[src/rtl/div_issue_ctrl_if.sv]
// Request, divider and result signals of the divide issue sequencer.
// The DUT takes the slave modport; the environment takes the master modport.
interface div_issue_ctrl_if #(
    parameter int unsigned XLEN  = 32,
    parameter int unsigned TAG_W = 5
);
    logic             flush;
    logic             in_valid;
    logic             in_ready;
    logic [1:0]       in_op;
    logic [XLEN-1:0]  in_rs1;
    logic [XLEN-1:0]  in_rs2;
    logic [TAG_W-1:0] in_tag;
    logic             div_start;
    logic             div_is_signed;
    logic [XLEN-1:0]  div_dividend;
    logic [XLEN-1:0]  div_divisor;
    logic             div_done;
    logic [XLEN-1:0]  div_quotient;
    logic [XLEN-1:0]  div_remainder;
    logic             div_by_0;
    logic             div_ovf;
    logic             out_valid;
    logic             out_ready;
    logic [XLEN-1:0]  out_result;
    logic [TAG_W-1:0] out_tag;
    logic             out_div0;
    logic             out_ovf;

    modport slave (
        input  flush, in_valid, in_op, in_rs1, in_rs2, in_tag,
        input  div_done, div_quotient, div_remainder, div_by_0, div_ovf,
        input  out_ready,
        output in_ready, div_start, div_is_signed, div_dividend, div_divisor,
        output out_valid, out_result, out_tag, out_div0, out_ovf
    );

    modport master (
        output flush, in_valid, in_op, in_rs1, in_rs2, in_tag,
        output div_done, div_quotient, div_remainder, div_by_0, div_ovf,
        output out_ready,
        input  in_ready, div_start, div_is_signed, div_dividend, div_divisor,
        input  out_valid, out_result, out_tag, out_div0, out_ovf
    );
endinterface

[src/rtl/div_issue_ctrl.sv]
// RV32M divide issue sequencer: holds divider operands, captures results and
// keeps a one-entry quotient/remainder cache so paired DIV/REM skip the divider.
module div_issue_ctrl #(
    parameter int unsigned XLEN     = 32,
    parameter int unsigned TAG_W    = 5,
    parameter bit          CACHE_EN = 1'b1
) (
    input  logic            clk_in,
    input  logic            reset_in,
    div_issue_ctrl_if.slave bus
);
    typedef enum logic [1:0] {IDLE, BUSY, DRAIN, RESP} state_t;

    state_t           state_q, state_d;
    logic [1:0]       op_q, op_d;
    logic [XLEN-1:0]  rs1_q, rs1_d;
    logic [XLEN-1:0]  rs2_q, rs2_d;
    logic [TAG_W-1:0] tag_q, tag_d;
    logic             div_start_q, div_start_d;
    logic [XLEN-1:0]  out_result_q, out_result_d;
    logic [TAG_W-1:0] out_tag_q, out_tag_d;
    logic             out_div0_q, out_div0_d;
    logic             out_ovf_q, out_ovf_d;
    logic             c_valid_q, c_valid_d;
    logic [XLEN-1:0]  c_rs1_q, c_rs1_d;
    logic [XLEN-1:0]  c_rs2_q, c_rs2_d;
    logic             c_signed_q, c_signed_d;
    logic [XLEN-1:0]  c_quot_q, c_quot_d;
    logic [XLEN-1:0]  c_rem_q, c_rem_d;
    logic             c_div0_q, c_div0_d;
    logic             c_ovf_q, c_ovf_d;
    logic             cache_hit;

    // The key ignores quotient/remainder selection so DIV and REM share one entry.
    assign cache_hit = CACHE_EN && c_valid_q && (c_rs1_q == bus.in_rs1) &&
                       (c_rs2_q == bus.in_rs2) && (c_signed_q == ~bus.in_op[0]);

    always_comb begin
        state_d      = state_q;
        op_d         = op_q;
        rs1_d        = rs1_q;
        rs2_d        = rs2_q;
        tag_d        = tag_q;
        out_result_d = out_result_q;
        out_tag_d    = out_tag_q;
        out_div0_d   = out_div0_q;
        out_ovf_d    = out_ovf_q;
        c_valid_d    = c_valid_q;
        c_rs1_d      = c_rs1_q;
        c_rs2_d      = c_rs2_q;
        c_signed_d   = c_signed_q;
        c_quot_d     = c_quot_q;
        c_rem_d      = c_rem_q;
        c_div0_d     = c_div0_q;
        c_ovf_d      = c_ovf_q;
        case (state_q)
            IDLE: begin
                if (bus.in_valid && !bus.flush) begin
                    op_d  = bus.in_op;
                    rs1_d = bus.in_rs1;
                    rs2_d = bus.in_rs2;
                    tag_d = bus.in_tag;
                    if (cache_hit) begin
                        state_d      = RESP;
                        out_result_d = bus.in_op[1] ? c_rem_q : c_quot_q;
                        out_tag_d    = bus.in_tag;
                        out_div0_d   = c_div0_q;
                        out_ovf_d    = c_ovf_q;
                    end else begin
                        state_d = BUSY;
                    end
                end
            end
            BUSY: begin
                if (bus.div_done) begin
                    if (bus.flush) begin
                        state_d = IDLE;
                    end else begin
                        state_d      = RESP;
                        out_result_d = op_q[1] ? bus.div_remainder : bus.div_quotient;
                        out_tag_d    = tag_q;
                        out_div0_d   = bus.div_by_0;
                        out_ovf_d    = bus.div_ovf;
                        if (CACHE_EN) begin
                            c_valid_d  = 1'b1;
                            c_rs1_d    = rs1_q;
                            c_rs2_d    = rs2_q;
                            c_signed_d = ~op_q[0];
                            c_quot_d   = bus.div_quotient;
                            c_rem_d    = bus.div_remainder;
                            c_div0_d   = bus.div_by_0;
                            c_ovf_d    = bus.div_ovf;
                        end
                    end
                end else if (bus.flush) begin
                    state_d = DRAIN;
                end
            end
            // The divider cannot be aborted, so a killed request runs to completion.
            DRAIN: begin
                if (bus.div_done) begin
                    state_d = IDLE;
                end
            end
            RESP: begin
                if (bus.out_ready || bus.flush) begin
                    state_d = IDLE;
                end
            end
            default: state_d = IDLE;
        endcase
        div_start_d = (state_d == BUSY) || (state_d == DRAIN);
    end

    always_ff @(posedge clk_in) begin
        if (reset_in) begin
            state_q      <= IDLE;
            op_q         <= '0;
            rs1_q        <= '0;
            rs2_q        <= '0;
            tag_q        <= '0;
            div_start_q  <= 1'b0;
            out_result_q <= '0;
            out_tag_q    <= '0;
            out_div0_q   <= 1'b0;
            out_ovf_q    <= 1'b0;
            c_valid_q    <= 1'b0;
            c_rs1_q      <= '0;
            c_rs2_q      <= '0;
            c_signed_q   <= 1'b0;
            c_quot_q     <= '0;
            c_rem_q      <= '0;
            c_div0_q     <= 1'b0;
            c_ovf_q      <= 1'b0;
        end else begin
            state_q      <= state_d;
            op_q         <= op_d;
            rs1_q        <= rs1_d;
            rs2_q        <= rs2_d;
            tag_q        <= tag_d;
            div_start_q  <= div_start_d;
            out_result_q <= out_result_d;
            out_tag_q    <= out_tag_d;
            out_div0_q   <= out_div0_d;
            out_ovf_q    <= out_ovf_d;
            c_valid_q    <= c_valid_d;
            c_rs1_q      <= c_rs1_d;
            c_rs2_q      <= c_rs2_d;
            c_signed_q   <= c_signed_d;
            c_quot_q     <= c_quot_d;
            c_rem_q      <= c_rem_d;
            c_div0_q     <= c_div0_d;
            c_ovf_q      <= c_ovf_d;
        end
    end

    assign bus.in_ready      = (state_q == IDLE);
    assign bus.div_start     = div_start_q;
    assign bus.div_is_signed = ~op_q[0];
    assign bus.div_dividend  = rs1_q;
    assign bus.div_divisor   = rs2_q;
    assign bus.out_valid     = (state_q == RESP);
    assign bus.out_result    = out_result_q;
    assign bus.out_tag       = out_tag_q;
    assign bus.out_div0      = out_div0_q;
    assign bus.out_ovf       = out_ovf_q;
endmodule

[src/flat_wrapper.sv]
// flat-port wrapper written by rule: the top's interface ports become plain ports
module div_issue_ctrl_flat 
#(
    parameter int unsigned XLEN     = 32,
    parameter int unsigned TAG_W    = 5,
    parameter bit          CACHE_EN = 1'b1
)
  (clk_in, reset_in, bus_flush, bus_in_valid, bus_in_op, bus_in_rs1, bus_in_rs2, bus_in_tag, bus_div_done, bus_div_quotient, bus_div_remainder, bus_div_by_0, bus_div_ovf, bus_out_ready, bus_in_ready, bus_div_start, bus_div_is_signed, bus_div_dividend, bus_div_divisor, bus_out_valid, bus_out_result, bus_out_tag, bus_out_div0, bus_out_ovf);
  div_issue_ctrl_if #(.XLEN(XLEN), .TAG_W(TAG_W)) bus_i ();
  input  logic clk_in;
  input  logic reset_in;
  input wire logic [$bits(bus_i.flush)-1:0] bus_flush;
  input wire logic [$bits(bus_i.in_valid)-1:0] bus_in_valid;
  input wire logic [$bits(bus_i.in_op)-1:0] bus_in_op;
  input wire logic [$bits(bus_i.in_rs1)-1:0] bus_in_rs1;
  input wire logic [$bits(bus_i.in_rs2)-1:0] bus_in_rs2;
  input wire logic [$bits(bus_i.in_tag)-1:0] bus_in_tag;
  input wire logic [$bits(bus_i.div_done)-1:0] bus_div_done;
  input wire logic [$bits(bus_i.div_quotient)-1:0] bus_div_quotient;
  input wire logic [$bits(bus_i.div_remainder)-1:0] bus_div_remainder;
  input wire logic [$bits(bus_i.div_by_0)-1:0] bus_div_by_0;
  input wire logic [$bits(bus_i.div_ovf)-1:0] bus_div_ovf;
  input wire logic [$bits(bus_i.out_ready)-1:0] bus_out_ready;
  output wire logic [$bits(bus_i.in_ready)-1:0] bus_in_ready;
  output wire logic [$bits(bus_i.div_start)-1:0] bus_div_start;
  output wire logic [$bits(bus_i.div_is_signed)-1:0] bus_div_is_signed;
  output wire logic [$bits(bus_i.div_dividend)-1:0] bus_div_dividend;
  output wire logic [$bits(bus_i.div_divisor)-1:0] bus_div_divisor;
  output wire logic [$bits(bus_i.out_valid)-1:0] bus_out_valid;
  output wire logic [$bits(bus_i.out_result)-1:0] bus_out_result;
  output wire logic [$bits(bus_i.out_tag)-1:0] bus_out_tag;
  output wire logic [$bits(bus_i.out_div0)-1:0] bus_out_div0;
  output wire logic [$bits(bus_i.out_ovf)-1:0] bus_out_ovf;
  assign bus_i.flush = bus_flush;
  assign bus_i.in_valid = bus_in_valid;
  assign bus_i.in_op = bus_in_op;
  assign bus_i.in_rs1 = bus_in_rs1;
  assign bus_i.in_rs2 = bus_in_rs2;
  assign bus_i.in_tag = bus_in_tag;
  assign bus_i.div_done = bus_div_done;
  assign bus_i.div_quotient = bus_div_quotient;
  assign bus_i.div_remainder = bus_div_remainder;
  assign bus_i.div_by_0 = bus_div_by_0;
  assign bus_i.div_ovf = bus_div_ovf;
  assign bus_i.out_ready = bus_out_ready;
  assign bus_in_ready = bus_i.in_ready;
  assign bus_div_start = bus_i.div_start;
  assign bus_div_is_signed = bus_i.div_is_signed;
  assign bus_div_dividend = bus_i.div_dividend;
  assign bus_div_divisor = bus_i.div_divisor;
  assign bus_out_valid = bus_i.out_valid;
  assign bus_out_result = bus_i.out_result;
  assign bus_out_tag = bus_i.out_tag;
  assign bus_out_div0 = bus_i.out_div0;
  assign bus_out_ovf = bus_i.out_ovf;
  div_issue_ctrl #(.XLEN(XLEN), .TAG_W(TAG_W), .CACHE_EN(CACHE_EN)) u_core (.clk_in(clk_in), .reset_in(reset_in), .bus(bus_i));
endmodule
[config.mk]
export PLATFORM = sky130hd
export DESIGN_NAME = div_issue_ctrl_flat
export DESIGN_NICKNAME = d
export VERILOG_FILES = /design/src/rtl/div_issue_ctrl_if.sv /design/src/rtl/div_issue_ctrl.sv /design/src/flat_wrapper.sv
export SDC_FILE = /design/constraint.sdc
export NUM_CORES = 1
export LEC_CHECK = 0
export ABC_AREA = 0
export ABC_CLOCK_PERIOD_IN_PS = 4200
export CELL_PAD_IN_SITES_DETAIL_PLACEMENT = 0
export CELL_PAD_IN_SITES_GLOBAL_PLACEMENT = 2
export CORE_MARGIN = 1
export CORE_UTILIZATION = 25
export CTS_BUF_LIST = sky130_fd_sc_hd__clkbuf_2
export DETAILED_ROUTE_END_ITERATION = 8
export MAX_ROUTING_LAYER = met4
export PLACE_DENSITY = 0.74
export SLEW_MARGIN = 25
export SYNTH_ARGS = -nofsm -noshare
export SYNTH_HDL_FRONTEND = slang
export SYNTH_SLANG_ARGS = --single-unit
[constraint.sdc]
create_clock -name clk_in -period 4.2 [get_ports clk_in]
set_input_delay 0.84 -clock clk_in [delete_from_list [all_inputs] [get_ports clk_in]]
set_output_delay 0.84 -clock clk_in [all_outputs]
set_load 0.01 [all_outputs]
==> metrics <==
post-route setup TNS 0 ps; Mean Syn Cell Area 7.78 sq um; Hold Vio Cnt, Final 0; Post-CTS Resized 0; Max Fanout on Critical Path 9; Placeable Area 0.0445 sq mm; Cells after Synth 1,461; final wirelength 42,000 um; Tcrit/Tclk final 70.9%; unrepaired setup endpoints after global routing false; worst-skew pair later-pin latency 940 ps; Setup-failing EPs final 0; largest net degree at the start of global routing 131; TritonCTS buffer count 75; highest-delay cell along the critical path dfxtp_1; hpwl dp 27,700 um; register area share after synthesis 43.1%; CP max stage delay 560 ps; Post-synth EDFFs 0; WP data arrival 2140 ps; Routed Antenna Nets 0; 1st-pass router iterations 7; Syn-to-layout area delta 31.6%; number of synthesized register bits 245; achievable frequency 336 MHz; vias in the first global route 11,000; critical-path cell list and2_1, clkdlybuf4s50_1; Worst Setup End Kind primary output; DRC errors left 0; buffer depth of the longest clock path 3; H-tree Lvls 3; I/O Buffers 249; Power Total 0.00493 W; Setup CP Type reg2out; Die Width 215 um; Root Buffer Master clkbuf_2; Final Skew 89.9 ps; Power Density 330 mW/mm^2; max_slew headroom 33.3%; Netlist Area Pre-Place 0.0114 sq mm; commonest non-fill, non-tap cells in the layout 443 x nand2_1, 247 x clkdlybuf4s50_1, 244 x dfxtp_1; initial antenna violation count 4; required time worst endpoint 3360 ps; detailed-route via count 11,100; Worst Setup Start Kind flip-flop; Clock Pin Slew Worst Setup and Hold Paths 120 ps; routed len/inst 18.1 um; CTS Hold Bufs 0; CP delay by family, top flip-flops; post-synthesis async set-or-reset flop share 0%; initial drt markers 577; MaxCap Viol Count 0; WP buf/inv 1; first-pass GRT wire length 64,300 um; post-synthesis net count 1,604; commonest non-fill, non-tap cell in the layout nand2_1; worst hold path type reg2reg; Leak 5.17 nW; die height 215 um; fin util 33.6%; Initial Util 25.5%; Fillers 4,776; Final min period 2980 ps; layout cells sized above 1 8.18%; die footprint 0.0463 sq mm; grt ovf 0; CTS tree built; drt via density 4.78; # IOs 250; # rows 77; outcome finished clean; CTS Sinks 245; gr usage total 18.4%; Worst-Margin Slew 1000 ps; yosys warns 0; Top FF cell, synth dfxtp_1; maximum vdd ir drop 0.162 mV; Final Max Slew Viols 0; setup bufs post-CTS 0; Yosys cell types 38; gp weighted congestion 0.869; fin nets 1,835
-- report_power, final --
part / internal [W] / switching [W] / total (W)
combinational: 0.000388 / 0.000389 / 0.000777
clock: 0.000621 / 0.00105 / 0.00167
sequential: 0.00241 / 0.0000706 / 0.00248
-- kinds of logic after synthesis --
family          count (synthesis)  share of synthesized area [%]
simple gates                  677                           28.8
compound gates                329                           16.7
flops                         245                           43.1
buf+inv                       127                           4.52
xor+xnor                       44                           3.39
mux                            39                           3.43
-- cell type report --
type	count	area (sq um)	area share (%)
Sequential cell	245	4910	32.8
Multi-Input combinational cell	1089	5990	40.0
Tap cell	592	741	4.95
Clock buffer	100	500	3.34
Clock inverter	9	33.8	0.226
Timing Repair Buffer	273	2750	18.4
Antenna cell	8	20.0	0.134
Inverter	8	30.0	0.201
-- worst min-delay path: stages, from the launching register on --
cell and delay (ps):
dfxtp_1 330, nand2_1 60, a21oi_1 50
-- state kept, by name, summed over array words and instances, names as in the netlist --
signal,count
u_core.op_q,2
u_core.bus.div_dividend,32
u_core.c_rs2_q,32
u_core.c_rem_q,32
u_core.bus.div_start,1
u_core.c_quot_q,32
u_core.c_ovf_q,1
u_core.bus.out_result,32
u_core.c_valid_q,1
u_core.bus.out_div0,1
u_core.c_rs1_q,32
u_core.tag_q,5
u_core.bus.out_tag,5
u_core.bus.out_ovf,1
u_core.state_q,2
u_core.bus.div_divisor,32
u_core.c_div0_q,1
u_core.c_signed_q,1
-- stage by stage --
step / instances / cell area (sq um) / hold slack (ps) / setup WS, ps
floorplan: 1461 / 11400 / 436 / 1120
global placement: 2207 / 14400 / 442 / 427
detailed placement: 2207 / 14400 / 446 / 398
CTS: 2316 / 14900 / 333 / 1060
global route: 2323 / 15000 / 375 / 1000
finish: 2324 / 15000 / 421 / 1220
-- path summary, 6_finish.rpt --
kind / startpoint / to / slack [ps] / cells past startpoint
worst max register to register: u_core.c_rs1_q[2]$_SDFFE_PP0P_ / u_core.bus.out_result[16]$_SDFFE_PP0P_ / 1310 / 7
worst min register to register: u_core.bus.div_dividend[2]$_SDFFE_PP0P_ / u_core.c_rs1_q[2]$_SDFFE_PP0P_ / 420 / 2
worst max-delay path: u_core.state_q[0]$_SDFF_PP0_ / bus_out_valid / 1220 / 2
worst min-delay path: u_core.bus.div_dividend[2]$_SDFFE_PP0P_ / u_core.c_rs1_q[2]$_SDFFE_PP0P_ / 420 / 2
-- layer usage --
layer | wire, um | up-vias | part of all wire, % | GRT usage (%)
met3 | 2730 | 66 | 6.5 | 4.81
met4 | 864 | 0 | 2.1 | 5.63
li1 | - | 5507 | - | -
met5 | 0 | - | 0 | -
met1 | 18500 | 5226 | 44 | 22.5
met2 | 19900 | 321 | 47 | 29.3
-- synth_stat cells (16+ instances only) --
cell type	count	area, sq um
nor2b_1	60	375
nand3_1	34	170
or4b_1	32	320
nor3b_1	34	255
nand2b_1	16	100
clkbuf_1	108	405
a21oi_1	235	1180
nor4_1	17	106
dfxtp_1	245	4900
a22oi_1	32	240
mux2i_1	39	390
xor2_1	29	254
nand2_1	443	1660
a211oi_1	47	353
Power figures use the tool's default switching activity.
